### config.mk
export PLATFORM = sky130hd
export DESIGN_NAME = hilo_div_unit_flat
export DESIGN_NICKNAME = d
export VERILOG_FILES = /design/src/rtl/hilo_div_unit_pkg.sv /design/src/rtl/hilo_div_unit_if.sv /design/src/rtl/hilo_div_unit_div_step.sv /design/src/rtl/hilo_div_unit.sv /design/src/flat_wrapper.sv
export SDC_FILE = /design/constraint.sdc
export NUM_CORES = 1
export LEC_CHECK = 0
export BUFFER_PORTS_ARGS = -buffer_cell sky130_fd_sc_hd__buf_4
export CAP_MARGIN = 20
export CORE_MARGIN = 2
export CORE_UTILIZATION = 35
export DETAILED_ROUTE_END_ITERATION = 8
export PLACE_DENSITY = 0.62
export SLEW_MARGIN = 40
export SYNTH_ARGS = -nofsm -noshare
export SYNTH_HDL_FRONTEND = slang
export SYNTH_SLANG_ARGS = --single-unit
### constraint.sdc
create_clock -name clk_i -period 5.6 [get_ports clk_i]
set_input_delay 0.84 -clock clk_i [delete_from_list [all_inputs] [get_ports clk_i]]
set_output_delay 0.84 -clock clk_i [all_outputs]
set_load 0.05 [all_outputs]
### src/rtl/hilo_div_unit_pkg.sv
// Shared definitions for the HI/LO divide unit: bus widths, iteration count and FSM state type.
package hilo_div_unit_pkg;

  localparam int DATA_BUS_W       = 32;
  localparam int DOUBLE_REG_BUS_W = 2 * DATA_BUS_W;
  localparam int DIV_ITER         = DATA_BUS_W;

  typedef enum logic [1:0] {
    IDLE,
    DIVZERO,
    BUSY,
    DONE
  } div_state_e;

endpackage

### src/rtl/hilo_div_unit_if.sv
// Operand/result bundle between the EX-stage pipeline and the divide unit.
interface hilo_div_unit_if
  import hilo_div_unit_pkg::*;
#(
  parameter int DATA_W = DATA_BUS_W
);

  logic                  start_i;
  logic                  signed_i;
  logic [DATA_W-1:0]     dividend_i;
  logic [DATA_W-1:0]     divisor_i;
  logic                  annul_i;
  logic                  stall_req_o;
  logic                  result_valid_o;
  logic [2*DATA_W-1:0]   wdata_o;
  logic                  w_hi_o;
  logic                  w_lo_o;

  modport master (
    output start_i, signed_i, dividend_i, divisor_i, annul_i,
    input  stall_req_o, result_valid_o, wdata_o, w_hi_o, w_lo_o
  );

  modport slave (
    input  start_i, signed_i, dividend_i, divisor_i, annul_i,
    output stall_req_o, result_valid_o, wdata_o, w_hi_o, w_lo_o
  );

endinterface

### src/rtl/hilo_div_unit_div_step.sv
// One restoring shift-subtract step: shift a dividend bit into the partial remainder and
// subtract the divisor if it fits.
module hilo_div_unit_div_step #(
  parameter int DATA_W = 32
) (
  input  logic [DATA_W-1:0] part_rem,
  input  logic              dvd_bit,
  input  logic [DATA_W-1:0] divisor,
  output logic [DATA_W-1:0] next_rem,
  output logic              q_bit
);

  logic [DATA_W:0] shifted;
  logic [DATA_W:0] trial;

  // part_rem < divisor always holds, so a non-negative trial fits back into DATA_W bits.
  always_comb begin
    shifted  = {part_rem, dvd_bit};
    trial    = shifted - {1'b0, divisor};
    q_bit    = ~trial[DATA_W];
    next_rem = q_bit ? trial[DATA_W-1:0] : shifted[DATA_W-1:0];
  end

endmodule

### src/rtl/hilo_div_unit.sv
// Iterative MIPS DIV/DIVU engine producing the {hi,lo} write word and strobes.
// Optional macro HILO_DIV_EARLY_EN: finish in one cycle when |dividend| < |divisor|.
module hilo_div_unit
  import hilo_div_unit_pkg::*;
#(
  parameter int DATA_W = DATA_BUS_W,
  parameter int CNT_W  = 6
) (
  input  logic           clk_i,
  input  logic           rst_i,
  hilo_div_unit_if.slave dv
);

  localparam logic [CNT_W-1:0] LAST_CNT = CNT_W'(DATA_W - 1);

  div_state_e            state_q;
  logic [CNT_W-1:0]      cnt_q;
  logic [DATA_W-1:0]     rem_q;
  logic [DATA_W-1:0]     quo_q;
  logic [DATA_W-1:0]     dvs_q;
  logic [DATA_W-1:0]     dvd_raw_q;
  logic                  neg_quo_q;
  logic                  neg_rem_q;
  logic                  vld_q;
  logic [2*DATA_W-1:0]   wdata_q;

  logic                  dvd_neg;
  logic                  dvs_neg;
  logic [DATA_W-1:0]     dvd_mag;
  logic [DATA_W-1:0]     dvs_mag;
  logic                  accept;
  logic                  early_hit;
  logic [DATA_W-1:0]     step_rem;
  logic                  step_q;
  logic [DATA_W-1:0]     quo_next;

  function automatic logic [DATA_W-1:0] magnitude(input logic [DATA_W-1:0] x, input logic neg);
    return neg ? (~x + DATA_W'(1)) : x;
  endfunction

  // Two's-complement negate modulo 2^DATA_W; the overflow case wraps back onto itself.
  function automatic logic [DATA_W-1:0] sign_fix(input logic [DATA_W-1:0] x, input logic neg);
    logic signed [DATA_W-1:0] s;
    s = signed'(x);
    return neg ? DATA_W'(-s) : x;
  endfunction

  always_comb begin
    dvd_neg = dv.signed_i & dv.dividend_i[DATA_W-1];
    dvs_neg = dv.signed_i & dv.divisor_i[DATA_W-1];
    dvd_mag = magnitude(dv.dividend_i, dvd_neg);
    dvs_mag = magnitude(dv.divisor_i, dvs_neg);
    accept  = (state_q == IDLE) && dv.start_i && !dv.annul_i;
  end

`ifdef HILO_DIV_EARLY_EN
  assign early_hit = (dv.divisor_i != '0) && (dvd_mag < dvs_mag);
`else
  assign early_hit = 1'b0;
`endif

  hilo_div_unit_div_step #(
    .DATA_W(DATA_W)
  ) u_step (
    .part_rem (rem_q),
    .dvd_bit  (quo_q[DATA_W-1]),
    .divisor  (dvs_q),
    .next_rem (step_rem),
    .q_bit    (step_q)
  );

  assign quo_next = {quo_q[DATA_W-2:0], step_q};

  always_ff @(posedge clk_i) begin
    if (rst_i) begin
      state_q   <= IDLE;
      cnt_q     <= '0;
      rem_q     <= '0;
      quo_q     <= '0;
      dvs_q     <= '0;
      dvd_raw_q <= '0;
      neg_quo_q <= 1'b0;
      neg_rem_q <= 1'b0;
      vld_q     <= 1'b0;
      wdata_q   <= '0;
    end else begin
      vld_q <= 1'b0;
      if (dv.annul_i) begin
        state_q <= IDLE;
      end else begin
        unique case (state_q)
          IDLE: begin
            if (dv.start_i) begin
              rem_q     <= '0;
              quo_q     <= dvd_mag;
              dvs_q     <= dvs_mag;
              dvd_raw_q <= dv.dividend_i;
              neg_quo_q <= dvd_neg ^ dvs_neg;
              neg_rem_q <= dvd_neg;
              cnt_q     <= '0;
              if (dv.divisor_i == '0) begin
                state_q <= DIVZERO;
              end else if (early_hit) begin
                wdata_q <= {dv.dividend_i, {DATA_W{1'b0}}};
                vld_q   <= 1'b1;
                state_q <= DONE;
              end else begin
                state_q <= BUSY;
              end
            end
          end
          DIVZERO: begin
            wdata_q <= {dvd_raw_q, {DATA_W{1'b1}}};
            vld_q   <= 1'b1;
            state_q <= DONE;
          end
          BUSY: begin
            rem_q <= step_rem;
            quo_q <= quo_next;
            cnt_q <= cnt_q + CNT_W'(1);
            if (cnt_q == LAST_CNT) begin
              wdata_q <= {sign_fix(step_rem, neg_rem_q), sign_fix(quo_next, neg_quo_q)};
              vld_q   <= 1'b1;
              state_q <= DONE;
            end
          end
          DONE: begin
            state_q <= IDLE;
          end
          default: state_q <= IDLE;
        endcase
      end
    end
  end

  assign dv.stall_req_o    = accept || (state_q == DIVZERO) || (state_q == BUSY);
  assign dv.result_valid_o = vld_q && !dv.annul_i;
  assign dv.w_hi_o         = dv.result_valid_o;
  assign dv.w_lo_o         = dv.result_valid_o;
  assign dv.wdata_o        = wdata_q;

endmodule

### src/flat_wrapper.sv
// flat-port wrapper written by rule: the top's interface ports become plain ports
module hilo_div_unit_flat import hilo_div_unit_pkg::*;
#(
  parameter int DATA_W = DATA_BUS_W,
  parameter int CNT_W  = 6
)
  (clk_i, rst_i, dv_start_i, dv_signed_i, dv_dividend_i, dv_divisor_i, dv_annul_i, dv_stall_req_o, dv_result_valid_o, dv_wdata_o, dv_w_hi_o, dv_w_lo_o);
  hilo_div_unit_if #(.DATA_W(DATA_W)) dv_i ();
  input  logic clk_i;
  input  logic rst_i;
  input wire logic [$bits(dv_i.start_i)-1:0] dv_start_i;
  input wire logic [$bits(dv_i.signed_i)-1:0] dv_signed_i;
  input wire logic [$bits(dv_i.dividend_i)-1:0] dv_dividend_i;
  input wire logic [$bits(dv_i.divisor_i)-1:0] dv_divisor_i;
  input wire logic [$bits(dv_i.annul_i)-1:0] dv_annul_i;
  output wire logic [$bits(dv_i.stall_req_o)-1:0] dv_stall_req_o;
  output wire logic [$bits(dv_i.result_valid_o)-1:0] dv_result_valid_o;
  output wire logic [$bits(dv_i.wdata_o)-1:0] dv_wdata_o;
  output wire logic [$bits(dv_i.w_hi_o)-1:0] dv_w_hi_o;
  output wire logic [$bits(dv_i.w_lo_o)-1:0] dv_w_lo_o;
  assign dv_i.start_i = dv_start_i;
  assign dv_i.signed_i = dv_signed_i;
  assign dv_i.dividend_i = dv_dividend_i;
  assign dv_i.divisor_i = dv_divisor_i;
  assign dv_i.annul_i = dv_annul_i;
  assign dv_stall_req_o = dv_i.stall_req_o;
  assign dv_result_valid_o = dv_i.result_valid_o;
  assign dv_wdata_o = dv_i.wdata_o;
  assign dv_w_hi_o = dv_i.w_hi_o;
  assign dv_w_lo_o = dv_i.w_lo_o;
  hilo_div_unit #(.DATA_W(DATA_W), .CNT_W(CNT_W)) u_core (.clk_i(clk_i), .rst_i(rst_i), .dv(dv_i));
endmodule
==> results of run 1 <==
metal layers:
layer  wire (microns)  part of all wire  track usage
met1            19300              0.45        0.289
met4             1850             0.043       0.0898
met5                0                 0            0
met3             2120             0.050       0.0219
met2            19300              0.45        0.352
metrics by stage:
step,instance area (sq um),hold slack [ps]
floorplan,13000,432
global placement,14200,440
detailed placement,14300,447
CTS,15000,456
global route,15000,476
finish,15000,456
cell families after synthesis:
| family | synth area share |
|---|---|
| buffers and inverters | 0.0493 |
| AO/OA/AOI/OAI | 0.260 |
| adder cells (fa/ha/maj) | 0.0402 |
| flip-flops | 0.314 |
| multiplexers | 0.0282 |
| AND/OR/NAND/NOR | 0.219 |
| XOR/XNOR | 0.0893 |
worst register-to-register path, cell delays in order (launching register included):
cell                       delay, ps
sky130_fd_sc_hd__dfxtp_1         340
sky130_fd_sc_hd__inv_1            50
sky130_fd_sc_hd__ha_1            440
sky130_fd_sc_hd__a21oi_1         280
sky130_fd_sc_hd__o21ai_1         120
sky130_fd_sc_hd__a221o_1         310
sky130_fd_sc_hd__or3_1           380
sky130_fd_sc_hd__o211a_1         280
sky130_fd_sc_hd__inv_2           230
sky130_fd_sc_hd__nor2_1           70
sky130_fd_sc_hd__a21oi_1         220
sky130_fd_sc_hd__ha_1            310
sky130_fd_sc_hd__nand4_1         130
sky130_fd_sc_hd__nor4_1          250
sky130_fd_sc_hd__a41o_1          280
sky130_fd_sc_hd__nand2b_1        130
sky130_fd_sc_hd__nand2b_1        180
sky130_fd_sc_hd__a2111o_1        420
sky130_fd_sc_hd__a31oi_1         150
state kept, by name, indices dropped and copies added, names as in the netlist:
register           count
u_core.dv.wdata_o     64
u_core.dvd_raw_q      32
u_core.dvs_q          32
u_core.quo_q          32
u_core.rem_q          32
u_core.cnt_q           6
u_core.state_q         2
u_core.neg_quo_q       1
u_core.neg_rem_q       1
u_core.vld_q           1
final cells by class:
cell class	count	area, sq um
Clock buffer	37	721
Fill cell	3754	21500
Inverter	51	191
Sequential cell	203	4070
Tap cell	468	586
Multi-Input combinational cell	1354	8290
Timing Repair Buffer	150	1130
Clock inverter	6	47.5
Yosys cell counts (all sizes together), types with 3 or more instances:
cell type and count:
o21bai 4, nor3 30, dfxtp 203, nand3b 5, a21o 18, o211ai 6
or3 22, a311oi 6, a2111oi 6, clkbuf 82, nand4 15, nand2b 11
or4 11, nand3 52, nand2 244, and4 3, and2 16, o31a 3
o21a 9, nor4 23, o2111ai 3, a22oi 22, ha 40, xor2 78
mux2i 24, buf 27, nor2b 6, o21ai 122, a211o 4, inv 49
a211oi 51, o41ai 12, mux2 10, xnor2 54, and3 12, a31oi 40
o31ai 28, nor2 157, or2 6, a221oi 4, a21oi 169
power by group:
| part | switching, W | internal [W] |
|---|---|---|
| combinational | 0.000640 | 0.000315 |
| clock | 0.000646 | 0.000888 |
| sequential | 0.0000605 | 0.00152 |
path summary, 6_finish.rpt:
kind | end | depth (start not counted) | startpoint | slack (ps)
setup reg to reg | u_core.dv.wdata_o[58]$_SDFFE_PP0P_ | 18 | u_core.dvs_q[17]$_SDFFE_PP0P_ | 950
setup / recovery | u_core.dv.wdata_o[58]$_SDFFE_PP0P_ | 18 | u_core.dvs_q[17]$_SDFFE_PP0P_ | 950
hold reg to reg | u_core.dvd_raw_q[30]$_SDFFE_PP0P_ | 2 | u_core.dvd_raw_q[30]$_SDFFE_PP0P_ | 460
hold / removal | u_core.dvd_raw_q[30]$_SDFFE_PP0P_ | 2 | u_core.dvd_raw_q[30]$_SDFFE_PP0P_ | 460
==> results_tabular.tex, run 1 <==
\begin{tabular}{lr}
\hline
Metric & Value \\
\hline
\multicolumn{2}{l}{\textbf{Power and ir drop}} \\
PnR Total Power & 0.00407 W \\
Power density normalized to cell area & 271 nW/um\^{}2 \\
Worst ir drop on vdd & 0.242 mV \\
Standby leakage power & 5.71 nW \\
\multicolumn{2}{l}{\textbf{Setup path}} \\
Crit Path Max Fanout & 16 \\
Type of origin of the critical path & register \\
Cell-by-cell trace of the critical path & inv\_1, ha\_1, a21oi\_1, o21ai\_1, a221o\_1, or3\_1, o211a\_1, inv\_2, nor2\_1, a21oi\_1, ha\_1, nand4\_1, nor4\_1, a41o\_1, nand2b\_1, nand2b\_1, a2111o\_1, a31oi\_1 \\
Critical Path End Type & register \\
Critical Setup Path Class & reg -> reg \\
Category of cells accounting for the largest share of critical-path delay & compound AO/OA/AOI/OAI gates \\
Required time of the worst setup path & 6060 ps \\
Arrival time at the worst endpoint & 5110 ps \\
Slowest cell delay on critical path & 440 ps \\
Standard cell with the maximum stage delay on the critical path & sky130\_fd\_sc\_hd\_\_ha\_1 \\
Total buffers and inverters traversed by the critical path & 2 \\
\multicolumn{2}{l}{\textbf{Yosys}} \\
Post-synth top flop & sky130\_fd\_sc\_hd\_\_dfxtp\_1 \\
Area fraction of the dominant cell type after synthesis & 0.314 \\
Syn nets & 1,827 \\
Number of flops mapped to enable cells by yosys & 0 \\
Top cell type by total area after synthesis & sky130\_fd\_sc\_hd\_\_dfxtp\_1 \\
Cell variety after synth & 88 \\
Flop and latch count out of synthesis & 203 \\
Dominant cells by area after synthesis & sky130\_fd\_sc\_hd\_\_dfxtp\_1, sky130\_fd\_sc\_hd\_\_nand2\_1, sky130\_fd\_sc\_hd\_\_a21oi\_1, sky130\_fd\_sc\_hd\_\_xor2\_1, sky130\_fd\_sc\_hd\_\_nor2\_1 \\
Mean post-synth cell area & 7.54 sq um \\
Cell area after technology mapping & 13,000 sq um \\
Synthesized instance count & 1,717 \\
Portion of the post-synthesis area used by sequential elements & 0.314 \\
Total number of yosys warnings & 0 \\
Fraction of synthesis flops using an asynchronous set or reset pin & 0 \\
\multicolumn{2}{l}{\textbf{Routing}} \\
Number of DRC violations after detailed routing & 0 \\
Detailed Routing Iterations Pass 1 & 8 \\
Aggregate routed wire length & 42,600 microns \\
Number of nets with antenna violations after routing & 0 \\
Number of DRC markers after the initial detailed-route iteration & 1,016 \\
Vias per inst & 5.64 \\
WL per Instance & 18.8 microns \\
Vias & 12,800 \\
\multicolumn{2}{l}{\textbf{Finish}} \\
Most frequent cells in the layout & sky130\_fd\_sc\_hd\_\_nand2\_1, sky130\_fd\_sc\_hd\_\_dfxtp\_1, sky130\_fd\_sc\_hd\_\_a21oi\_1 \\
Most common cell after layout, fill and taps aside & sky130\_fd\_sc\_hd\_\_nand2\_1 \\
Number of nets in the layout & 1,895 \\
Proportion of layout cells with a drive suffix above 1 & 0.132 \\
Area added between synthesis and finish & 16.1\% \\
Count of placed standard cells in the final layout, fillers left out & 2,269 \\
Core utilization of the finished layout & 0.412 \\
Count of inserted antenna diode cells & 0 \\
\multicolumn{2}{l}{\textbf{Die}} \\
Die footprint & 38,600 sq um \\
Die outline height & 196 microns \\
Std-Cell Core Area & 36,500 sq um \\
Die Width & 196 microns \\
Number of top-level design ports & 137 \\
Starting density of the core & 0.355 \\
Std-Cell Rows & 70 \\
\multicolumn{2}{l}{\textbf{Hold path}} \\
Classification of the worst-slack hold path & reg -> reg \\
\multicolumn{2}{l}{\textbf{Clock network}} \\
Largest buffer count on any clock path & 3 \\
Latest clock arrival within the worst-skew pair & 550 ps \\
TritonCTS buffer count & 25 \\
Clock root buffer & sky130\_fd\_sc\_hd\_\_clkbuf\_16 \\
Reg clk slew, reported paths & 60 ps \\
Clk sinks & 203 \\
Hold buffer count at CTS & 0 \\
\# H-tree levels & 1 \\
Number of instances resized during post-cts repair & 0 \\
Number of setup buffers added after CTS & 0 \\
CTS tree & built \\
\multicolumn{2}{l}{\textbf{Place}} \\
Port Buffer Count & 136 \\
Number of cells in the design after placement & 2,226 \\
Worst-case setup slack after placement & 1040 ps \\
Detailed placement HPWL & 32,400 microns \\
Final RePlAce weighted congestion & 0.901 \\
\multicolumn{2}{l}{\textbf{Global route}} \\
Global-route wire length before repair & 66,600 microns \\
Vias in the first global route & 11,900 \\
Overflow left after global routing & 0 \\
All-Layer GR Usage & 0.215 \\
Maximum number of pins on one net before global-route repair & 99 \\
Antenna violations before repair & 0 \\
\multicolumn{2}{l}{\textbf{Timing}} \\
Total of endpoints with negative setup slack in the final report & 0 \\
Setup repair after global routing missed its margin & false \\
Achievable frequency & 215 MHz \\
Worst max-slew margin expressed relative to the limit & 0.481 \\
Number of endpoints with negative hold slack in the final report & 0 \\
Clock Skew & 17.6 ps \\
Worst Setup Slack, final & 951 ps \\
Total Neg Setup Slack & 0 ps \\
Period Utilization, post-route & 0.830 \\
Time the worst path needs with I/O delays and setup & 4650 ps \\
Slew Limit Fails & 0 \\
Pin slew with the least headroom to its limit & 779 ps \\
\multicolumn{2}{l}{\textbf{Status}} \\
Result of the run & finished clean \\
\multicolumn{2}{l}{\textbf{Job}} \\
MaxCap Viol Count & 0 \\
\hline
\end{tabular}
(Power assumes the default switching activity.)
==> run 2: changes to the inputs <==
Clock period 5.6 ns to 4.55 ns, I/O delays scaled along.
==> results_tabular.tex, run 2 (same netlist as run 1, synthesis figures left out) <==
\begin{tabular}{lr}
\hline
Metric & Value \\
\hline
\multicolumn{2}{l}{\textbf{Status}} \\
Result of the run & finished clean \\
\multicolumn{2}{l}{\textbf{Setup path}} \\
Worst-case register-to-register setup slack & 280 ps \\
Critical Setup Path Class & reg -> reg \\
Critical R2R Launch & u\_core.rem\_q[22]\$\_SDFFE\_PP0P\_ \\
Type of origin of the critical path & register \\
Origin of the worst setup path & u\_core.rem\_q[22]\$\_SDFFE\_PP0P\_ \\
Cell count of the worst reg-to-reg path & 17 \\
Arrival time at the worst endpoint & 4720 ps \\
Critical Path End Type & register \\
Worst reg2reg endpoint & u\_core.dv.wdata\_o[58]\$\_SDFFE\_PP0P\_ \\
Crit Path Max Fanout & 11 \\
Worst setup path end & u\_core.dv.wdata\_o[58]\$\_SDFFE\_PP0P\_ \\
Required time of the worst setup path & 5000 ps \\
\multicolumn{2}{l}{\textbf{Clock network}} \\
Largest buffer count on any clock path & 3 \\
\# H-tree levels & 1 \\
Clock root buffer & sky130\_fd\_sc\_hd\_\_clkbuf\_16 \\
Reg clk slew, reported paths & 60 ps \\
Latest clock arrival within the worst-skew pair & 540 ps \\
CTS tree & built \\
TritonCTS buffer count & 25 \\
Clk sinks & 203 \\
\multicolumn{2}{l}{\textbf{Routing}} \\
WL per Instance & 18.7 microns \\
Number of DRC markers after the initial detailed-route iteration & 870 \\
Vias & 12,800 \\
Aggregate routed wire length & 42,800 microns \\
Detailed Routing Iterations Pass 1 & 5 \\
Vias per inst & 5.59 \\
Number of nets with antenna violations after routing & 0 \\
Wire length on met3 & 2370 microns \\
Number of DRC violations after detailed routing & 0 \\
Met2 wire length & 20,100 microns \\
Top routing layer in use & met4 \\
Met1 Routed Length & 19,000 microns \\
\multicolumn{2}{l}{\textbf{Die}} \\
Die outline height & 196 microns \\
Starting density of the core & 0.355 \\
Die footprint & 38,600 sq um \\
Number of top-level design ports & 137 \\
Std-Cell Rows & 70 \\
Std-Cell Core Area & 36,500 sq um \\
Die Width & 196 microns \\
\multicolumn{2}{l}{\textbf{Finish}} \\
Most frequent cells in the layout & sky130\_fd\_sc\_hd\_\_nand2\_1, sky130\_fd\_sc\_hd\_\_dfxtp\_1, sky130\_fd\_sc\_hd\_\_buf\_4 \\
Count of inserted antenna diode cells & 0 \\
Proportion of layout cells with a drive suffix above 1 & 0.146 \\
Number of nets in the layout & 1,915 \\
Storage element area & 4070 sq um \\
Area added between synthesis and finish & 18.0\% \\
Area of the multi-input gates & 8300 sq um \\
Final-layout fill cell count & 3,724 \\
Flip-flop count of the largest register, all copies and words added & 64 \\
Most common cell after layout, fill and taps aside & sky130\_fd\_sc\_hd\_\_nand2\_1 \\
\multicolumn{2}{l}{\textbf{Timing}} \\
Time the worst path needs with I/O delays and setup & 4270 ps \\
Period Utilization, post-route & 0.938 \\
Total Neg Setup Slack & 0 ps \\
Clock Skew & 21.0 ps \\
Total of endpoints with negative setup slack in the final report & 0 \\
Pin slew with the least headroom to its limit & 775 ps \\
Achievable frequency & 234 MHz \\
Setup repair after global routing missed its margin & false \\
Worst max-slew margin expressed relative to the limit & 0.480 \\
Number of endpoints with negative hold slack in the final report & 0 \\
Slew Limit Fails & 0 \\
\multicolumn{2}{l}{\textbf{Power and ir drop}} \\
Power density normalized to cell area & 341 nW/um\^{}2 \\
Standby leakage power & 5.84 nW \\
Worst ir drop on vdd & 0.339 mV \\
PnR Total Power & 0.00521 W \\
\multicolumn{2}{l}{\textbf{Global route}} \\
Global-route wire length before repair & 66,600 microns \\
Maximum number of pins on one net before global-route repair & 96 \\
Vias in the first global route & 12,000 \\
Overflow left after global routing & 0 \\
All-Layer GR Usage & 0.215 \\
Antenna violations before repair & 0 \\
\multicolumn{2}{l}{\textbf{Hold path}} \\
Classification of the worst-slack hold path & in -> reg \\
\multicolumn{2}{l}{\textbf{Job}} \\
MaxCap Viol Count & 0 \\
\multicolumn{2}{l}{\textbf{Place}} \\
Detailed placement HPWL & 32,400 microns \\
Final RePlAce weighted congestion & 0.903 \\
Port Buffer Count & 136 \\
\hline
\end{tabular}
## run 2: cell types whose count changed in the layout (fill, tap and decap cells not counted), sizes merged
| cell | previous run | this run |
|---|---|---|
| bufinv | 0 | 3 |
| clkinv | 6 | 5 |
| buf | 150 | 170 |
## run 2: per-stage QoR
| step | hold slack [ps] | worst slack [ps] | area, sq um | utilization | cells |
|---|---|---|---|---|---|
| floorplan | 432 | 230 | 13000 | - | 1717 |
| global placement | 441 | 319 | 14400 | 0.393 | 2244 |
| detailed placement | 445 | 220 | 14400 | 0.394 | 2244 |
| CTS | 373 | 161 | 15200 | 0.417 | 2289 |
| global route | 397 | 6.11 | 15300 | 0.418 | 2291 |
| finish | 391 | 282 | 15300 | 0.418 | 2291 |
## run 2: worst min path at each step
stage,startpoint,endpoint,slack [ps],cells past startpoint
floorplan,u_core.dvd_raw_q[21]$_SDFFE_PP0P_,u_core.dvd_raw_q[21]$_SDFFE_PP0P_,430,2
finish,dv_annul_i,u_core.vld_q$_SDFF_PP0_,390,2
detailed placement,u_core.dvd_raw_q[17]$_SDFFE_PP0P_,u_core.dvd_raw_q[17]$_SDFFE_PP0P_,450,2
CTS,dv_annul_i,u_core.vld_q$_SDFF_PP0_,370,2
global route,dv_annul_i,u_core.vld_q$_SDFF_PP0_,400,2
global placement,u_core.dvd_raw_q[31]$_SDFFE_PP0P_,u_core.dvd_raw_q[31]$_SDFFE_PP0P_,440,2
## run 2: critical path: stages (launching register included)
cell                       delay [ps]
sky130_fd_sc_hd__dfxtp_1          430
sky130_fd_sc_hd__ha_2             390
sky130_fd_sc_hd__nand4_1          170
sky130_fd_sc_hd__nor3_1           100
sky130_fd_sc_hd__a221o_1          330
sky130_fd_sc_hd__or3_1            400
sky130_fd_sc_hd__o211a_4          310
sky130_fd_sc_hd__inv_4             90
sky130_fd_sc_hd__nor2_1            50
sky130_fd_sc_hd__a21oi_2          150
sky130_fd_sc_hd__ha_2             210
sky130_fd_sc_hd__nand4_1          110
sky130_fd_sc_hd__nor4_2           320
sky130_fd_sc_hd__a41o_1           270
sky130_fd_sc_hd__nand2b_1         120
sky130_fd_sc_hd__nand2b_1         180
sky130_fd_sc_hd__a2111o_1         410
sky130_fd_sc_hd__a31oi_1          150
## run 2: cell type report
cell class              instances  area share
clock inverters                 8     0.00868
clock buffers                  37      0.0472
repair buffers                170      0.0838
flip-flops and latches        203       0.266
inverters                      51      0.0127
well taps                     468      0.0383
multi-input cells            1354       0.543
## run 2: what timing repair did
item                       4_1_cts  5_1_grt
setup buffers                    0        2
setup endpoints to repair        0        5
gates resized for setup          0       10
hold buffers                     0        0
## run 2: where the power goes
group | internal (W) | switching, W | total, W
registers | 0.00187 | 0.0000717 | 0.00195
logic | 0.000400 | 0.000793 | 0.00119
clock network | 0.00127 | 0.000806 | 0.00207
total | 0.00354 | 0.00167 | 0.00521
## run 2: per-layer routing
layer / up-vias / global-route usage
met5: - / 0
met4: 0 / 0.0657
met3: 66 / 0.0252
met2: 382 / 0.367
met1: 6028 / 0.285
li1: 6337 / -
==> run 3: changes to the inputs <==
Settings changed: CAP_MARGIN 20 to 10, PLACE_DENSITY 0.62 to 0.53.
Clock period 4.55 ns to 4.4 ns, I/O delays scaled along.
==> results_tabular.tex, run 3 (same netlist as run 1, synthesis figures left out) <==
\begin{tabular}{lr}
\hline
Metric & Value \\
\hline
\multicolumn{2}{l}{\textbf{Clock network}} \\
Largest buffer count on any clock path & 3 \\
Reg clk slew, reported paths & 60 ps \\
CTS tree & built \\
Clk sinks & 203 \\
Hold buffer count at CTS & 0 \\
TritonCTS buffer count & 25 \\
Latest clock arrival within the worst-skew pair & 550 ps \\
\# H-tree levels & 1 \\
Clock root buffer & sky130\_fd\_sc\_hd\_\_clkbuf\_16 \\
\multicolumn{2}{l}{\textbf{Timing}} \\
Total Neg Setup Slack & 0 ps \\
Setup repair after global routing missed its margin & false \\
Achievable frequency & 241 MHz \\
Pin slew with the least headroom to its limit & 777 ps \\
Period Utilization, post-route & 0.944 \\
Worst max-slew margin expressed relative to the limit & 0.482 \\
Clock Skew & 35.5 ps \\
Slew Limit Fails & 0 \\
Time the worst path needs with I/O delays and setup & 4160 ps \\
Worst Setup Slack, final & 244 ps \\
Number of endpoints with negative hold slack in the final report & 0 \\
Total of endpoints with negative setup slack in the final report & 0 \\
\multicolumn{2}{l}{\textbf{Routing}} \\
Vias & 12,800 \\
Number of nets with antenna violations after routing & 0 \\
Detailed Routing Iterations Pass 1 & 5 \\
WL per Instance & 19.8 microns \\
Number of DRC violations after detailed routing & 0 \\
Vias per inst & 5.58 \\
Aggregate routed wire length & 45,600 microns \\
Number of DRC markers after the initial detailed-route iteration & 867 \\
\multicolumn{2}{l}{\textbf{Die}} \\
Std-Cell Rows & 70 \\
Die Width & 196 microns \\
Die outline height & 196 microns \\
Std-Cell Core Area & 36,500 sq um \\
Number of top-level design ports & 137 \\
Starting density of the core & 0.355 \\
Die footprint & 38,600 sq um \\
\multicolumn{2}{l}{\textbf{Setup path}} \\
Critical Path End Type & register \\
Required time of the worst setup path & 4880 ps \\
Critical R2R Launch & u\_core.dvs\_q[17]\$\_SDFFE\_PP0P\_ \\
Crit Path Max Fanout & 4 \\
Arrival time at the worst endpoint & 4630 ps \\
Critical Setup Path Class & reg -> reg \\
Total buffers and inverters traversed by the critical path & 2 \\
Slowest cell delay on critical path & 410 ps \\
Origin of the worst setup path & u\_core.dvs\_q[17]\$\_SDFFE\_PP0P\_ \\
Type of origin of the critical path & register \\
Cell-by-cell trace of the critical path & inv\_1, ha\_1, a21oi\_1, o21ai\_1, a221o\_1, or3\_1, o211a\_1, inv\_2, nor2\_1, a21oi\_1, ha\_2, nand4\_1, nor4\_1, a41o\_1, nand2b\_1, nand2b\_1, a2111o\_1, a31oi\_1 \\
Standard cell with the maximum stage delay on the critical path & sky130\_fd\_sc\_hd\_\_a2111o\_1 \\
Cell count of the worst reg-to-reg path & 18 \\
Worst-case register-to-register setup slack & 240 ps \\
Category of cells accounting for the largest share of critical-path delay & compound AO/OA/AOI/OAI gates \\
Worst reg2reg endpoint & u\_core.dv.wdata\_o[58]\$\_SDFFE\_PP0P\_ \\
\multicolumn{2}{l}{\textbf{Power and ir drop}} \\
Standby leakage power & 5.90 nW \\
Power density normalized to cell area & 356 nW/um\^{}2 \\
Worst ir drop on vdd & 0.299 mV \\
\multicolumn{2}{l}{\textbf{Finish}} \\
Most common cell after layout, fill and taps aside & sky130\_fd\_sc\_hd\_\_nand2\_1 \\
Area added between synthesis and finish & 18.6\% \\
Finished layout cell area & 15,400 sq um \\
Flip-flop count of the largest register, all copies and words added & 64 \\
Number of nets in the layout & 1,924 \\
Proportion of layout cells with a drive suffix above 1 & 0.151 \\
Final-layout fill cell count & 3,750 \\
Most frequent cells in the layout & sky130\_fd\_sc\_hd\_\_nand2\_1, sky130\_fd\_sc\_hd\_\_dfxtp\_1, sky130\_fd\_sc\_hd\_\_buf\_4 \\
Count of inserted antenna diode cells & 0 \\
\multicolumn{2}{l}{\textbf{Place}} \\
Detailed placement HPWL & 34,300 microns \\
Worst-case setup slack after placement & 163 ps \\
Cell area reported after detailed placement & 14,500 sq um \\
Port Buffer Count & 136 \\
Final RePlAce weighted congestion & 0.882 \\
\multicolumn{2}{l}{\textbf{Global route}} \\
GR Layer Usage met2 & 0.400 \\
Vias in the first global route & 12,200 \\
Global-route wire length before repair & 70,900 microns \\
Antenna violations before repair & 0 \\
Overflow left after global routing & 0 \\
Met3 Usage GRT & 0.0238 \\
Maximum number of pins on one net before global-route repair & 96 \\
All-Layer GR Usage & 0.231 \\
Layer carrying the most global-route usage & met2 \\
Global-route track usage on met1 & 0.300 \\
\multicolumn{2}{l}{\textbf{Hold path}} \\
Worst hold stages & 2 \\
Hold endpoint & u\_core.state\_q[1]\$\_SDFFE\_PP0P\_ \\
Worst hold start & dv\_annul\_i \\
Classification of the worst-slack hold path & in -> reg \\
\multicolumn{2}{l}{\textbf{Status}} \\
Result of the run & finished clean \\
\multicolumn{2}{l}{\textbf{Job}} \\
MaxCap Viol Count & 0 \\
\hline
\end{tabular}
-- run 3: how the worst max path moves through the flow --
stage                                         endpoint  cells past startpoint
finish              u_core.dv.wdata_o[58]$_SDFFE_PP0P_                     18
global route        u_core.dv.wdata_o[58]$_SDFFE_PP0P_                     20
CTS                 u_core.dv.wdata_o[58]$_SDFFE_PP0P_                     18
detailed placement  u_core.dv.wdata_o[58]$_SDFFE_PP0P_                     18
global placement    u_core.dv.wdata_o[58]$_SDFFE_PP0P_                     18
floorplan           u_core.dv.wdata_o[58]$_SDFFE_PP0P_                     22
-- run 3: metrics by stage --
stage	power [W]	hold WS (ps)	std cells	util
final	0.00546	368	2301	0.421
after global routing	0.00570	375	2301	0.421
after CTS	0.00551	349	2299	0.420
after detailed placement	0.00331	446	2253	0.396
after global placement	0.00330	441	2253	0.395
after floorplan	0.00287	432	1717	-
-- run 3: power by group --
| group | leakage, nW | internal (W) | total (W) | switching (W) |
|---|---|---|---|---|
| clock | 0.431 | 0.00134 | 0.00219 | 0.000853 |
| sequential | 1.65 | 0.00194 | 0.00201 | 0.0000750 |
| combinational | 3.81 | 0.000423 | 0.00126 | 0.000839 |
-- run 3: final cells by class --
type,count,area [sq um],area share
Multi-Input combinational cell,1354,8300,0.540
Sequential cell,203,4070,0.265
Timing Repair Buffer,179,1350,0.0877
Clock buffer,37,741,0.0482
Tap cell,468,586,0.0381
Inverter,51,191,0.0125
Clock inverter,9,128,0.00831
-- run 3: per-layer routing --
layer / up-vias / share of wire
met3: 66 / 0.040
met2: 314 / 0.48
met4: 0 / 0.034
li1: 6354 / -
met5: - / 0
met1: 6106 / 0.45
-- run 3: what timing repair did --
item | 4_1_cts | 5_1_grt
setup endpoints to repair | 0 | 2
gates resized for setup | 0 | 8
buffers inserted | 0 | 2
